[src/rtl/sgtl_i2s_stream_tx_pkg.sv]
// Shared types, default parameters and elaboration helpers for the SGTL5000 I2S transmit path.
package sgtl_audio_pkg;

    typedef enum logic {
        IDLE = 1'b0,
        RUN  = 1'b1
    } tx_state_e;

    localparam int DEF_SAMPLE_W   = 24;
    localparam int DEF_SLOT_W     = 32;
    localparam int DEF_SCLK_DIV   = 4;
    localparam int DEF_FIFO_DEPTH = 4;
    localparam int DEF_MODE_I2S   = 1;

    // Level must represent 0..depth inclusive, hence one bit more than the pointer.
    function automatic int clog2_level(input int depth);
        return $clog2(depth) + 1;
    endfunction

    function automatic bit cfg_ok(input int sample_w, input int slot_w, input int sclk_div,
                                  input int fifo_depth, input int mode_i2s);
        return (sample_w >= 8) && (sample_w <= slot_w - mode_i2s)
            && (slot_w >= 16) && (slot_w <= 32)
            && (sclk_div >= 2) && ((sclk_div % 2) == 0)
            && (fifo_depth >= 2) && ((fifo_depth & (fifo_depth - 1)) == 0)
            && ((mode_i2s == 0) || (mode_i2s == 1));
    endfunction

endpackage

[src/rtl/sgtl_i2s_stream_tx_if.sv]
// Stereo sample stream (valid/ready) feeding the I2S transmitter.
interface sgtl_i2s_stream_tx_if
    import sgtl_audio_pkg::*;
#(
    parameter int SAMPLE_W = DEF_SAMPLE_W
);
    logic                s_valid;
    logic                s_ready;
    logic [SAMPLE_W-1:0] s_left;
    logic [SAMPLE_W-1:0] s_right;

    modport master (output s_valid, output s_left, output s_right, input  s_ready);
    modport slave  (input  s_valid, input  s_left, input  s_right, output s_ready);
endinterface

[src/rtl/sgtl_i2s_stream_tx_fifo.sv]
// Synchronous frame FIFO with occupancy output; pop on empty and push on full are ignored.
module sgtl_sample_fifo #(
    parameter int WIDTH = 48,
    parameter int DEPTH = 4
) (
    input  logic                   clk,
    input  logic                   reset,
    input  logic                   push,
    input  logic [WIDTH-1:0]       push_data,
    input  logic                   pop,
    output logic [WIDTH-1:0]       head,
    output logic                   empty,
    output logic                   full,
    output logic [$clog2(DEPTH):0] level
);
    localparam int PTR_W = $clog2(DEPTH);
    localparam logic [PTR_W:0] LVL_FULL = (PTR_W + 1)'(DEPTH);

    logic [WIDTH-1:0] mem_q [DEPTH];
    logic [PTR_W-1:0] wr_ptr_q, wr_ptr_d;
    logic [PTR_W-1:0] rd_ptr_q, rd_ptr_d;
    logic [PTR_W:0]   level_q, level_d;
    logic             push_ok, pop_ok;

    assign empty   = (level_q == '0);
    assign full    = (level_q == LVL_FULL);
    assign push_ok = push && !full;
    assign pop_ok  = pop && !empty;
    assign head    = mem_q[rd_ptr_q];
    assign level   = level_q;

    // Depth is a power of two, so pointers wrap by natural overflow.
    always_comb begin
        wr_ptr_d = wr_ptr_q;
        rd_ptr_d = rd_ptr_q;
        level_d  = level_q;
        if (push_ok) wr_ptr_d = wr_ptr_q + 1'b1;
        if (pop_ok)  rd_ptr_d = rd_ptr_q + 1'b1;
        case ({push_ok, pop_ok})
            2'b10:   level_d = level_q + 1'b1;
            2'b01:   level_d = level_q - 1'b1;
            default: level_d = level_q;
        endcase
    end

    always_ff @(posedge clk) begin
        if (reset) begin
            wr_ptr_q <= '0;
            rd_ptr_q <= '0;
            level_q  <= '0;
        end else begin
            wr_ptr_q <= wr_ptr_d;
            rd_ptr_q <= rd_ptr_d;
            level_q  <= level_d;
        end
    end

    always_ff @(posedge clk) begin
        if (push_ok) mem_q[wr_ptr_q] <= push_data;
    end

endmodule

[src/rtl/sgtl_i2s_stream_tx.sv]
// I2S / left-justified master transmitter: MCLK-derived SCLK/LRCLK, frame FIFO, sticky underrun.
// state | meaning:  IDLE | clocks parked low, waiting for enable;  RUN | streaming frames back to back
module sgtl_i2s_stream_tx
    import sgtl_audio_pkg::*;
#(
    parameter int SAMPLE_W   = DEF_SAMPLE_W,
    parameter int SLOT_W     = DEF_SLOT_W,
    parameter int SCLK_DIV   = DEF_SCLK_DIV,
    parameter int FIFO_DEPTH = DEF_FIFO_DEPTH,
    parameter int MODE_I2S   = DEF_MODE_I2S
) (
    input  logic                                 MCLK,
    input  logic                                 reset,
    input  logic                                 enable,
    sgtl_i2s_stream_tx_if.slave                  s_if,
    output logic                                 SCLK,
    output logic                                 LRCLK,
    output logic                                 DOUT,
    output logic                                 frame_strobe,
    output logic [clog2_level(FIFO_DEPTH)-1:0]   fifo_level,
    output logic                                 underrun,
    input  logic                                 underrun_clr
);
    localparam int DIV_W = $clog2(SCLK_DIV);
    localparam int BIT_W = $clog2(2 * SLOT_W);
    localparam int IDX_W = $clog2(SAMPLE_W);
    localparam int LVL_W = clog2_level(FIFO_DEPTH);
    localparam logic [DIV_W-1:0] DIV_LAST = DIV_W'(SCLK_DIV - 1);
    localparam logic [DIV_W-1:0] DIV_HALF = DIV_W'(SCLK_DIV / 2);
    localparam logic [BIT_W-1:0] BIT_LAST = BIT_W'(2 * SLOT_W - 1);
    localparam logic [BIT_W-1:0] SLOT_CMP = BIT_W'(SLOT_W);

    if (!cfg_ok(SAMPLE_W, SLOT_W, SCLK_DIV, FIFO_DEPTH, MODE_I2S)) begin : g_cfg_err
        $error("sgtl_i2s_stream_tx: illegal parameter combination");
    end

    tx_state_e             state_q, state_d;
    logic [DIV_W-1:0]      div_cnt_q, div_cnt_d;
    logic [BIT_W-1:0]      bit_cnt_q, bit_cnt_d;
    logic [SAMPLE_W-1:0]   left_q, left_d;
    logic [SAMPLE_W-1:0]   right_q, right_d;
    logic                  sclk_q, sclk_d;
    logic                  lrclk_q, lrclk_d;
    logic                  dout_q, dout_d;
    logic                  frame_strobe_q, frame_strobe_d;
    logic                  underrun_q, underrun_d;
    logic                  load;
    logic                  run_d;
    logic [BIT_W-1:0]      slot_pos;
    int                    slot_pos_i;
    logic [SAMPLE_W-1:0]   sample_sel;
    logic                  fifo_pop, fifo_empty, fifo_full;
    logic [2*SAMPLE_W-1:0] fifo_head;
    logic [LVL_W-1:0]      fifo_level_w;

    sgtl_sample_fifo #(
        .WIDTH (2 * SAMPLE_W),
        .DEPTH (FIFO_DEPTH)
    ) u_fifo (
        .clk       (MCLK),
        .reset     (reset),
        .push      (s_if.s_valid),
        .push_data ({s_if.s_left, s_if.s_right}),
        .pop       (fifo_pop),
        .head      (fifo_head),
        .empty     (fifo_empty),
        .full      (fifo_full),
        .level     (fifo_level_w)
    );

    assign s_if.s_ready = !fifo_full;

    always_comb begin
        state_d    = state_q;
        div_cnt_d  = div_cnt_q;
        bit_cnt_d  = bit_cnt_q;
        left_d     = left_q;
        right_d    = right_q;
        underrun_d = underrun_q;
        load       = 1'b0;

        case (state_q)
            IDLE: begin
                div_cnt_d = '0;
                bit_cnt_d = '0;
                if (enable) begin
                    load    = 1'b1;
                    state_d = RUN;
                end
            end
            RUN: begin
                if (div_cnt_q == DIV_LAST) begin
                    div_cnt_d = '0;
                    if (bit_cnt_q == BIT_LAST) begin
                        bit_cnt_d = '0;
                        if (enable) load = 1'b1;
                        else        state_d = IDLE;
                    end else begin
                        bit_cnt_d = bit_cnt_q + 1'b1;
                    end
                end else begin
                    div_cnt_d = div_cnt_q + 1'b1;
                end
            end
            default: state_d = IDLE;
        endcase

        // Clear is applied first so a same-cycle underrun keeps the flag set.
        if (underrun_clr) underrun_d = 1'b0;
        if (load) begin
            if (fifo_empty) begin
                left_d     = '0;
                right_d    = '0;
                underrun_d = 1'b1;
            end else begin
                {left_d, right_d} = fifo_head;
            end
        end
        fifo_pop       = load && !fifo_empty;
        frame_strobe_d = load;

        // Pin values are derived from next-state counters so the registered pins line up with them.
        run_d      = (state_d == RUN);
        sclk_d     = run_d && (div_cnt_d >= DIV_HALF);
        lrclk_d    = run_d && (bit_cnt_d >= SLOT_CMP);
        slot_pos   = lrclk_d ? (bit_cnt_d - SLOT_CMP) : bit_cnt_d;
        slot_pos_i = int'(slot_pos);
        sample_sel = lrclk_d ? right_d : left_d;
        dout_d     = 1'b0;
        if (run_d && (slot_pos_i >= MODE_I2S) && (slot_pos_i < SAMPLE_W + MODE_I2S))
            dout_d = sample_sel[IDX_W'(SAMPLE_W - 1 + MODE_I2S - slot_pos_i)];
    end

    always_ff @(posedge MCLK) begin
        if (reset) begin
            state_q        <= IDLE;
            div_cnt_q      <= '0;
            bit_cnt_q      <= '0;
            left_q         <= '0;
            right_q        <= '0;
            sclk_q         <= 1'b0;
            lrclk_q        <= 1'b0;
            dout_q         <= 1'b0;
            frame_strobe_q <= 1'b0;
            underrun_q     <= 1'b0;
        end else begin
            state_q        <= state_d;
            div_cnt_q      <= div_cnt_d;
            bit_cnt_q      <= bit_cnt_d;
            left_q         <= left_d;
            right_q        <= right_d;
            sclk_q         <= sclk_d;
            lrclk_q        <= lrclk_d;
            dout_q         <= dout_d;
            frame_strobe_q <= frame_strobe_d;
            underrun_q     <= underrun_d;
        end
    end

    assign SCLK         = sclk_q;
    assign LRCLK        = lrclk_q;
    assign DOUT         = dout_q;
    assign frame_strobe = frame_strobe_q;
    assign underrun     = underrun_q;
    assign fifo_level   = fifo_level_w;

endmodule

[src/flat_wrapper.sv]
// flat-port wrapper written by rule: the top's interface ports become plain ports
module sgtl_i2s_stream_tx_flat import sgtl_audio_pkg::*;
#(
    parameter int SAMPLE_W   = DEF_SAMPLE_W,
    parameter int SLOT_W     = DEF_SLOT_W,
    parameter int SCLK_DIV   = DEF_SCLK_DIV,
    parameter int FIFO_DEPTH = DEF_FIFO_DEPTH,
    parameter int MODE_I2S   = DEF_MODE_I2S
)
  (MCLK, reset, enable, SCLK, LRCLK, DOUT, frame_strobe, fifo_level, underrun, underrun_clr, s_if_s_valid, s_if_s_left, s_if_s_right, s_if_s_ready);
  sgtl_i2s_stream_tx_if #(.SAMPLE_W(SAMPLE_W)) s_if_i ();
  input  logic MCLK;
  input  logic reset;
  input  logic enable;
  output logic SCLK;
  output logic LRCLK;
  output logic DOUT;
  output logic frame_strobe;
  output logic [clog2_level(FIFO_DEPTH)-1:0] fifo_level;
  output logic underrun;
  input  logic underrun_clr;
  input wire logic [$bits(s_if_i.s_valid)-1:0] s_if_s_valid;
  input wire logic [$bits(s_if_i.s_left)-1:0] s_if_s_left;
  input wire logic [$bits(s_if_i.s_right)-1:0] s_if_s_right;
  output wire logic [$bits(s_if_i.s_ready)-1:0] s_if_s_ready;
  assign s_if_i.s_valid = s_if_s_valid;
  assign s_if_i.s_left = s_if_s_left;
  assign s_if_i.s_right = s_if_s_right;
  assign s_if_s_ready = s_if_i.s_ready;
  sgtl_i2s_stream_tx #(.SAMPLE_W(SAMPLE_W), .SLOT_W(SLOT_W), .SCLK_DIV(SCLK_DIV), .FIFO_DEPTH(FIFO_DEPTH), .MODE_I2S(MODE_I2S)) u_core (.MCLK(MCLK), .reset(reset), .enable(enable), .s_if(s_if_i), .SCLK(SCLK), .LRCLK(LRCLK), .DOUT(DOUT), .frame_strobe(frame_strobe), .fifo_level(fifo_level), .underrun(underrun), .underrun_clr(underrun_clr));
endmodule
[config.mk]
export PLATFORM = sky130hd
export DESIGN_NAME = sgtl_i2s_stream_tx_flat
export DESIGN_NICKNAME = d
export VERILOG_FILES = /design/src/rtl/sgtl_i2s_stream_tx_pkg.sv /design/src/rtl/sgtl_i2s_stream_tx_if.sv /design/src/rtl/sgtl_i2s_stream_tx_fifo.sv /design/src/rtl/sgtl_i2s_stream_tx.sv /design/src/flat_wrapper.sv
export SDC_FILE = /design/constraint.sdc
export NUM_CORES = 1
export LEC_CHECK = 0
export CORE_ASPECT_RATIO = 1.5
export CORE_MARGIN = 4
export CORE_UTILIZATION = 60
export DETAILED_ROUTE_END_ITERATION = 8
export DONT_BUFFER_PORTS = 1
export PLACE_DENSITY = 0.76
export SLEW_MARGIN = 15
export SYNTH_ARGS = -nofsm -noshare
export SYNTH_HDL_FRONTEND = slang
export SYNTH_SLANG_ARGS = --single-unit
[constraint.sdc]
create_clock -name MCLK -period 5.5 [get_ports MCLK]
set_input_delay 0.275 -clock MCLK [delete_from_list [all_inputs] [get_ports MCLK]]
set_output_delay 0.275 -clock MCLK [all_outputs]
set_load 0.01 [all_outputs]
==> Yosys cells after proc, flatten, opt, wreduce, memory -nomap -nowiden <==
Memories as Yosys holds them, arrays and structs flattened. A register that Yosys moved wholly into a read port is not among the register bits.
Cells that the tools add are included.
W data, S select, Z words.
{ "op_classes": {"n_eq_ne": 5, "n_reduce_logical": 12, "bitwise_logic": 2, "multipliers": 0, "n_shift": 0, "div": 0, "add_sub_neg": 8, "n_mux": 29, "magnitude_cmp": 5} }
{ "op_table": {"columns": ["operator", "n"], "rows": [
  ["$mux W24", 5],
  ["$mux W6", 3],
  ["$mux W1", 12],
  ["$pmux W6 S2", 1],
  ["$logic_and A1 B1 Y1", 7],
  ["$lt A5 B7 Y1 const B", 1],
  ["$add A2 B1 Y2 const B", 3],
  ["$add A6 B1 Y6 const B", 1],
  ["$eq A6 B6 Y1 const B", 1],
  ["$ge A6 B1 Y1 const B", 1],
  ["$ge A6 B6 Y1 const B", 1],
  ["$lt A6 B5 Y1 const B", 1],
  ["$mux W2", 3],
  ["$pmux W3 S2", 1],
  ["$sub A6 B6 Y6 const B", 1],
  ["$bmux W1 S5", 1],
  ["$sub A5 B5 Y5 const A", 1],
  ["$eq A2 B2 Y1 const B", 2],
  ["$pmux W1 S2", 2],
  ["$pmux W2 S2", 1],
  ["$add A3 B1 Y3 const B", 1],
  ["$eq A3 B3 Y1 const B", 1],
  ["$logic_not A3 Y1", 1],
  ["$sub A3 B1 Y3 const B", 1],
  ["other kinds (6)", 8]
]} }
{ "word_totals": {"output_inout_bits": 9, "word_cells": 75, "ram_bits": 192, "reg_bits": 69, "latch_bits": 0, "inputBits": 53, "memories": 1, "rom_bits": 0} }
{ "memory_table": {"columns": ["memory", "depth", "width", "rd", "rd_clocked_by_memory_dff", "wr", "line", "rtl"], "rows": [
  ["u_core.u_fifo.mem_q", 4, 48, 1, 1, 1, "sgtl_i2s_stream_tx_fifo.sv:19", "logic [WIDTH-1:0] mem_q [DEPTH];"]
]} }

==> Logic depth before layout (Yosys ltp) <==
{ "logic_depth": {"depth_word": 12, "depth_mapped": 13, "depth_no_buf": 11} }

==> Hierarchy <==
A second synthesis with hierarchy kept.
{ "unflattened": {"hier_cells": 690, "area_unflattened_um2": 10639.0} }
{ "by_module_without_submodules": {"columns": ["mod", "area_each_um2", "cells_per_inst", "instances", "seq_area_each_um2"], "rows": [
  ["sgtl_sample_fifo", 7388.3, 304, 1, 5945.7],
  ["sgtl_i2s_stream_tx", 3250.6, 386, 1, 1241.2]
]} }

==> Least setup slack after synthesis <==
No wires, ideal clock.
{ "synth_path": {"path_kind": "flip-flop to flip-flop", "from": "register u_core.bit_cnt_q[0]", "to": "register u_core.u_fifo.level_q[2] (netlist: u_core.u_fifo.level[2])", "setup_slack_ns": 2.361, "arrival_ns": 3.068, "path_buffers": 3, "stages_incl_launch_ff": 14, "synth_period_minus_slack_ns": 3.139, "path_cell_list": "dfxtp_1 ha_1 nand4_2 a2bb2oi_4 nor2_4 buf_2 buf_1 buf_1 ha_1 inv_1 fa_1 xor2_1 or3_1 a21oi_1"} }
{ "synth_via": {"elab_chain_len": 8, "elab_cells_between_ends": 10, "classes_between": "3 x eq/ne; 4 x mux; 3 x reduce/logical"} }
{ "synth_lines": {"columns": ["element", "line", "rtl"], "rows": [
  ["from (decl)", "sgtl_i2s_stream_tx.sv:39", "logic [BIT_W-1:0] bit_cnt_q, bit_cnt_d;"],
  ["from (signal assigned)", "sgtl_i2s_stream_tx.sv:149", "bit_cnt_q <= bit_cnt_d;"],
  ["$eq A6 B6 Y1 *", "sgtl_i2s_stream_tx.sv:94", "if (bit_cnt_q == BIT_LAST) begin"],
  ["$mux W1 *", "sgtl_i2s_stream_tx.sv:94", null],
  ["$mux W1 *", "sgtl_i2s_stream_tx.sv:92", "if (div_cnt_q == DIV_LAST) begin"],
  ["$pmux W1 S2 *", "sgtl_i2s_stream_tx.sv:82", "case (state_q)"],
  ["$logic_and A1 B1 Y1 *", "sgtl_i2s_stream_tx.sv:119", "fifo_pop = load && !fifo_empty;"],
  ["$logic_and A1 B1 Y1 *", "sgtl_i2s_stream_tx_fifo.sv:28", "assign pop_ok = pop && !empty;"],
  ["via u_core.u_fifo.pop_ok", "sgtl_i2s_stream_tx_fifo.sv:23", "logic push_ok, pop_ok;"],
  ["$eq A2 B1 Y1 or $eq A2 B2 Y1 (tied branches)", "sgtl_i2s_stream_tx_fifo.sv:39", "case ({push_ok, pop_ok})"],
  ["$pmux W3 S2 or $reduce_bool A2 Y1 (tied branches)", null, null],
  ["to (signal assigned)", "sgtl_i2s_stream_tx_fifo.sv:54", "level_q <= level_d;"],
  ["to (decl)", "sgtl_i2s_stream_tx_fifo.sv:22", "logic [PTR_W:0] level_q, level_d;"]
]} }
Mark *: on every way through the listed nets, which the timed path passes. The rest lies on a longest branch.
A chain may end at the register's enable or synchronous reset.

==> Worst setup path in the final report <==
{ "layout_path": {"from": "register u_core.div_cnt_q[0]", "to": "register u_core.dout_q (netlist: u_core.DOUT)"} }
{ "layout_via": {"elab_chain_len": 11, "elab_cells_between_ends": 24, "classes_between": "2 x add/sub; 3 x order compare; 1 x eq/ne; 13 x mux; 1 x bitwise; 4 x reduce/logical"} }
{ "layout_lines": {"columns": ["element", "line", "rtl"], "rows": [
  ["from (decl)", "sgtl_i2s_stream_tx.sv:38", "logic [DIV_W-1:0] div_cnt_q, div_cnt_d;"],
  ["from (signal assigned)", "sgtl_i2s_stream_tx.sv:148", "div_cnt_q <= div_cnt_d;"],
  ["$eq A2 B2 Y1 *", "sgtl_i2s_stream_tx.sv:92", null],
  ["parallel branches: the longest is 10 deep, another holds $ge A6 B6 Y1", null, null],
  ["to (signal assigned)", "sgtl_i2s_stream_tx.sv:154", "dout_q <= dout_d;"],
  ["to (decl)", "sgtl_i2s_stream_tx.sv:44", "logic dout_q, dout_d;"]
]} }
Every way passes the cells marked *. The select of a mux whose other input is x is not followed.

==> results by group <==
Critical path
  – CP startpoint: u_core.div_cnt_q[0]$_SDFF_PP0_
  – CP Class: register to register
  – Internal reg-to-reg setup slack: 1.70 ns
  – CP max FO: 14
  – Crit Reg-Reg Endpoint: u_core.DOUT$_SDFF_PP0_
  – Critical R2R Launch: u_core.div_cnt_q[0]$_SDFF_PP0_
  – R2r worst-path depth: 11
  – Kind of end point of the critical path: register
  – Critical path required time: 5.89 ns
  – Crit path arrival time: 4.19 ns
  – Kind of start point of the critical path: register
  – Worst Setup EP: u_core.DOUT$_SDFF_PP0_

Clock tree
  – Root Buffer: sky130_fd_sc_hd__clkbuf_16
  – CTS resizes: 0
  – Clock tree from TritonCTS: built
  – Max clock buf depth: 3
  – Number of buffers created by CTS: 23
  – Clock Latency Late Sink: 0.50 ns
  – Post-CTS setup buffer count: 0
  – CTS Sinks: 263
  – Total number of H-tree levels: 1
  – Clock slew at reported path FFs: 0.07 ns
  – Number of buffers inserted for hold repair after clock tree synthesis: 50

Worst hold path
  – Hold path depth: 2
  – Worst Hold Class: input pin to register

Floorplan
  – Chip Height: 168 um
  – Count of standard-cell rows: 58
  – Num ports: 62
  – Overall die area: 0.0192 mm^2
  – Initial Utilization: 61.0%
  – DIE WIDTH: 115 um
  – Core Footprint: 0.0168 mm^2

Power
  – Power density over the cells: 411 mW/mm^2
  – Static leakage: 3.78 nW
  – Final Total Pwr: 4.78 mW
  – Highest ir drop seen on vdd: 0.000344 V

Placed design
  – Estimated wirelength of the detail-placed design: 11.7 mm
  – Count of input and output buffers: 0
  – Final weighted congestion in routability-driven placement: 0.941
  – Post-placement cell count: 795

Detailed routing
  – DR DRC count: 0
  – Final routed wirelength across all metal layers: 19.3 mm
  – Detail-routed via count per cell: 6.24
  – DR pass1 iterations: 5
  – Antenna violation net count after detailed routing: 0
  – Routed length per placed instance: 21.8 um
  – Starting DRC count in detailed routing: 474
  – Total number of vias: 5524

Yosys
  – Synthesized area divided by synthesized cell count: 16.6 um^2
  – Simple logic cell fraction of the synthesized area: 6.56%
  – Synth Area in XOR/XNOR: 1.10%
  – Async set-reset flop share out of synthesis: 0%
  – Synth Area in Adders: 1.30%
  – Mux contribution to synthesized area: 11.2%
  – Post-synth design cell area: 0.0102 mm^2
  – Sequential-to-total area share from yosys stat: 70.3%
  – Predominant post-synthesis flop cell: sky130_fd_sc_hd__edfxtp_1
  – Mapped Cells: 615
  – Count of flip-flops with a built-in enable after synthesis: 192
  – Main combinational cell family by area after synthesis: multiplexers
  – Compound-gate portion of the synthesized area: 7.41%
  – Netlist cell types: 59
  – Net Count, Synth: 678
  – Warning count from the yosys run: 0
  – Number of flip-flops and latches in the synthesized netlist: 263

Finish
  – Cell Count, Final, Fillers Out: 885
  – Synthesis-to-layout area growth: 13.6%
  – Proportion of layout cells with a drive suffix above 1: 15.7%
  – Final-stage net count: 723
  – N_diodes: 0

GRT
  – Via count of the first global-routing pass: 5799
  – Number of antenna violations at the first check in global routing: 0
  – Largest net degree at the start of global routing: 69
  – Global route total overflow: 0
  – All-layer global routing usage: 20.9%
  – First-pass GRT wire length: 31.3 mm

Timing
  – Final worst path period share: 69.1%
  – Worst hold slack: 0.0316 ns
  – Pins over their slew limit: 0
  – Worst Skew: 0.00906 ns
  – Final critical delay including setup and external delays: 3.80 ns
  – Setup violators final: 0
  – Peak clock frequency supported by timing: 263 MHz
  – Number of endpoints with negative hold slack in the final report: 0
  – Worst Max-Slew Pin Slew: 1.03 ns
  – Slew margin rel.: 30.8%
  – Setup repair after global routing missed its margin: false
  – Post-route setup TNS: 0 ns

Outcome
  – Result of the run: completed

Job
  – # Max-Cap Violations: 0
==> layout by cell type, fill, tap and decap left out, drive strengths merged, types with 2 or more instances in the layout <==
| master | n |
|---|---|
| edfxtp | 192 |
| dfxtp | 71 |
| nor2 | 61 |
| mux4 | 50 |
| dlygate4sd3 | 49 |
| a22oi | 31 |
| clkbuf | 28 |
| nand2 | 21 |
| nand3 | 14 |
| nor2b | 12 |
| inv | 12 |
| a21oi | 11 |
| a32o | 9 |
| ha | 9 |
| nor3 | 8 |
| buf | 8 |
| clkinv | 7 |
| xor2 | 6 |
| a211oi | 6 |
| xnor2 | 6 |
| and2 | 5 |
| a32oi | 5 |
| and3 | 5 |
| nand4 | 5 |
| a311oi | 4 |
| o21ai | 4 |
| a22o | 3 |
| bufinv | 3 |
| a2111oi | 3 |
| or3 | 2 |
| a221oi | 2 |
| nor4b | 2 |
| a211o | 2 |
| o31ai | 2 |
| a2bb2oi | 2 |
==> worst min path at each step <==
stage                               start                             endpoint  slack (ns)
after global routing               enable            u_core.state_q$_SDFF_PP0_        0.03
after CTS                          enable            u_core.state_q$_SDFF_PP0_        0.01
after floorplan           s_if_s_right[0]  u_core.u_fifo.mem_q[0][0]$_DFFE_PP_        0.37
after detailed placement            reset                             register        0.35
final                              enable            u_core.state_q$_SDFF_PP0_        0.03
after global placement              reset                             register        0.35
==> logic make-up after synthesis <==
kind of cell	count (synthesis)
xor gates and xnor gates	12
buffers and inverters	48
DFF	263
and+or+nand+nor	139
adders and majority gates	10
AOI/OAI and AO/OA	92
muxes	51
==> layout make-up <==
type | count | area (um^2)
sequential | 263 | 7190
clock buffer | 28 | 594
inverter | 11 | 41.3
timing repair buffer | 57 | 571
tap | 210 | 263
multi-input combinational | 304 | 2820
fill | 1079 | 5150
clock inverter | 12 | 134
==> sequential cells by signal, indices dropped and copies added (netlist names), 2 cells and up, named ones only <==
register	cells
u_core.u_fifo.mem_q	192
u_core.u_fifo.wr_ptr_q	2
u_core.bit_cnt_q	6
u_core.u_fifo.level	3
u_core.right_q	24
u_core.u_fifo.rd_ptr_q	2
u_core.left_q	24
u_core.div_cnt_q	2
==> power by group <==
group / switching [mW] / total, mW / internal (mW) / leakage [nW]
clock network: 0.657 / 1.57 / 0.908 / 0.354
logic: 0.384 / 0.739 / 0.355 / 1.09
registers: 0.130 / 2.47 / 2.34 / 2.34
total: 1.17 / 4.78 / 3.60 / 3.78
==> cell usage after synthesis (all sizes together) (2+ instances only) <==
cell / count / area [um^2]
a32o: 9 / 90.1
inv: 11 / 41.3
a22oi: 31 / 233
dfxtp: 71 / 1420
nand3: 14 / 70.1
clkbuf: 16 / 60.1
o31ai: 2 / 15.0
and3: 5 / 31.3
nor2: 61 / 236
a211oi: 6 / 45.0
nor3: 8 / 45.0
xor2: 6 / 52.6
a32oi: 5 / 43.8
nor2b: 12 / 75.1
ha: 9 / 113
nand4: 5 / 37.5
a2bb2oi: 2 / 35.0
a221oi: 2 / 17.5
a21oi: 11 / 55.1
a22o: 3 / 26.3
mux4: 50 / 1130
a2111oi: 3 / 32.5
nor4b: 2 / 17.5
o21ai: 4 / 27.5
and2: 5 / 31.3
edfxtp: 192 / 5770
buf: 21 / 120
nand2: 21 / 78.8
or3: 2 / 12.5
a311oi: 4 / 52.6
a211o: 2 / 17.5
xnor2: 6 / 60.1
==> layer usage <==
metal,up-vias,part of all wire [%],track usage [%]
li1,2516,-,-
met1,2811,39,27.1
met2,164,54,36.5
met3,33,4.8,3.06
met4,0,2.1,6.25
met5,-,0,0
==> stage by stage <==
stage / utilization [%] / setup WS, ns / area (um^2)
2_1_floorplan: - / 2.36 / 10200
3_3_place_gp: 61.8 / 2.03 / 10400
3_5_place_dp: 61.8 / 1.83 / 10400
4_1_cts: 69.3 / 1.76 / 11600
5_1_grt: 69.3 / 1.40 / 11600
6_report: 69.3 / 1.70 / 11600
==> critical path: stages (launching register included) <==
cell and delay [ns]:
sky130_fd_sc_hd__dfxtp_1 0.34, sky130_fd_sc_hd__ha_1 0.45, sky130_fd_sc_hd__xnor2_1 0.21, sky130_fd_sc_hd__a311oi_4 0.71
sky130_fd_sc_hd__inv_2 0.27, sky130_fd_sc_hd__ha_1 0.34, sky130_fd_sc_hd__xnor2_2 0.44, sky130_fd_sc_hd__nand3_1 0.19
sky130_fd_sc_hd__o21a_1 0.24, sky130_fd_sc_hd__nand4_1 0.09, sky130_fd_sc_hd__o31ai_1 0.07, sky130_fd_sc_hd__or3_1 0.32
Power figures use the tool's default switching activity.
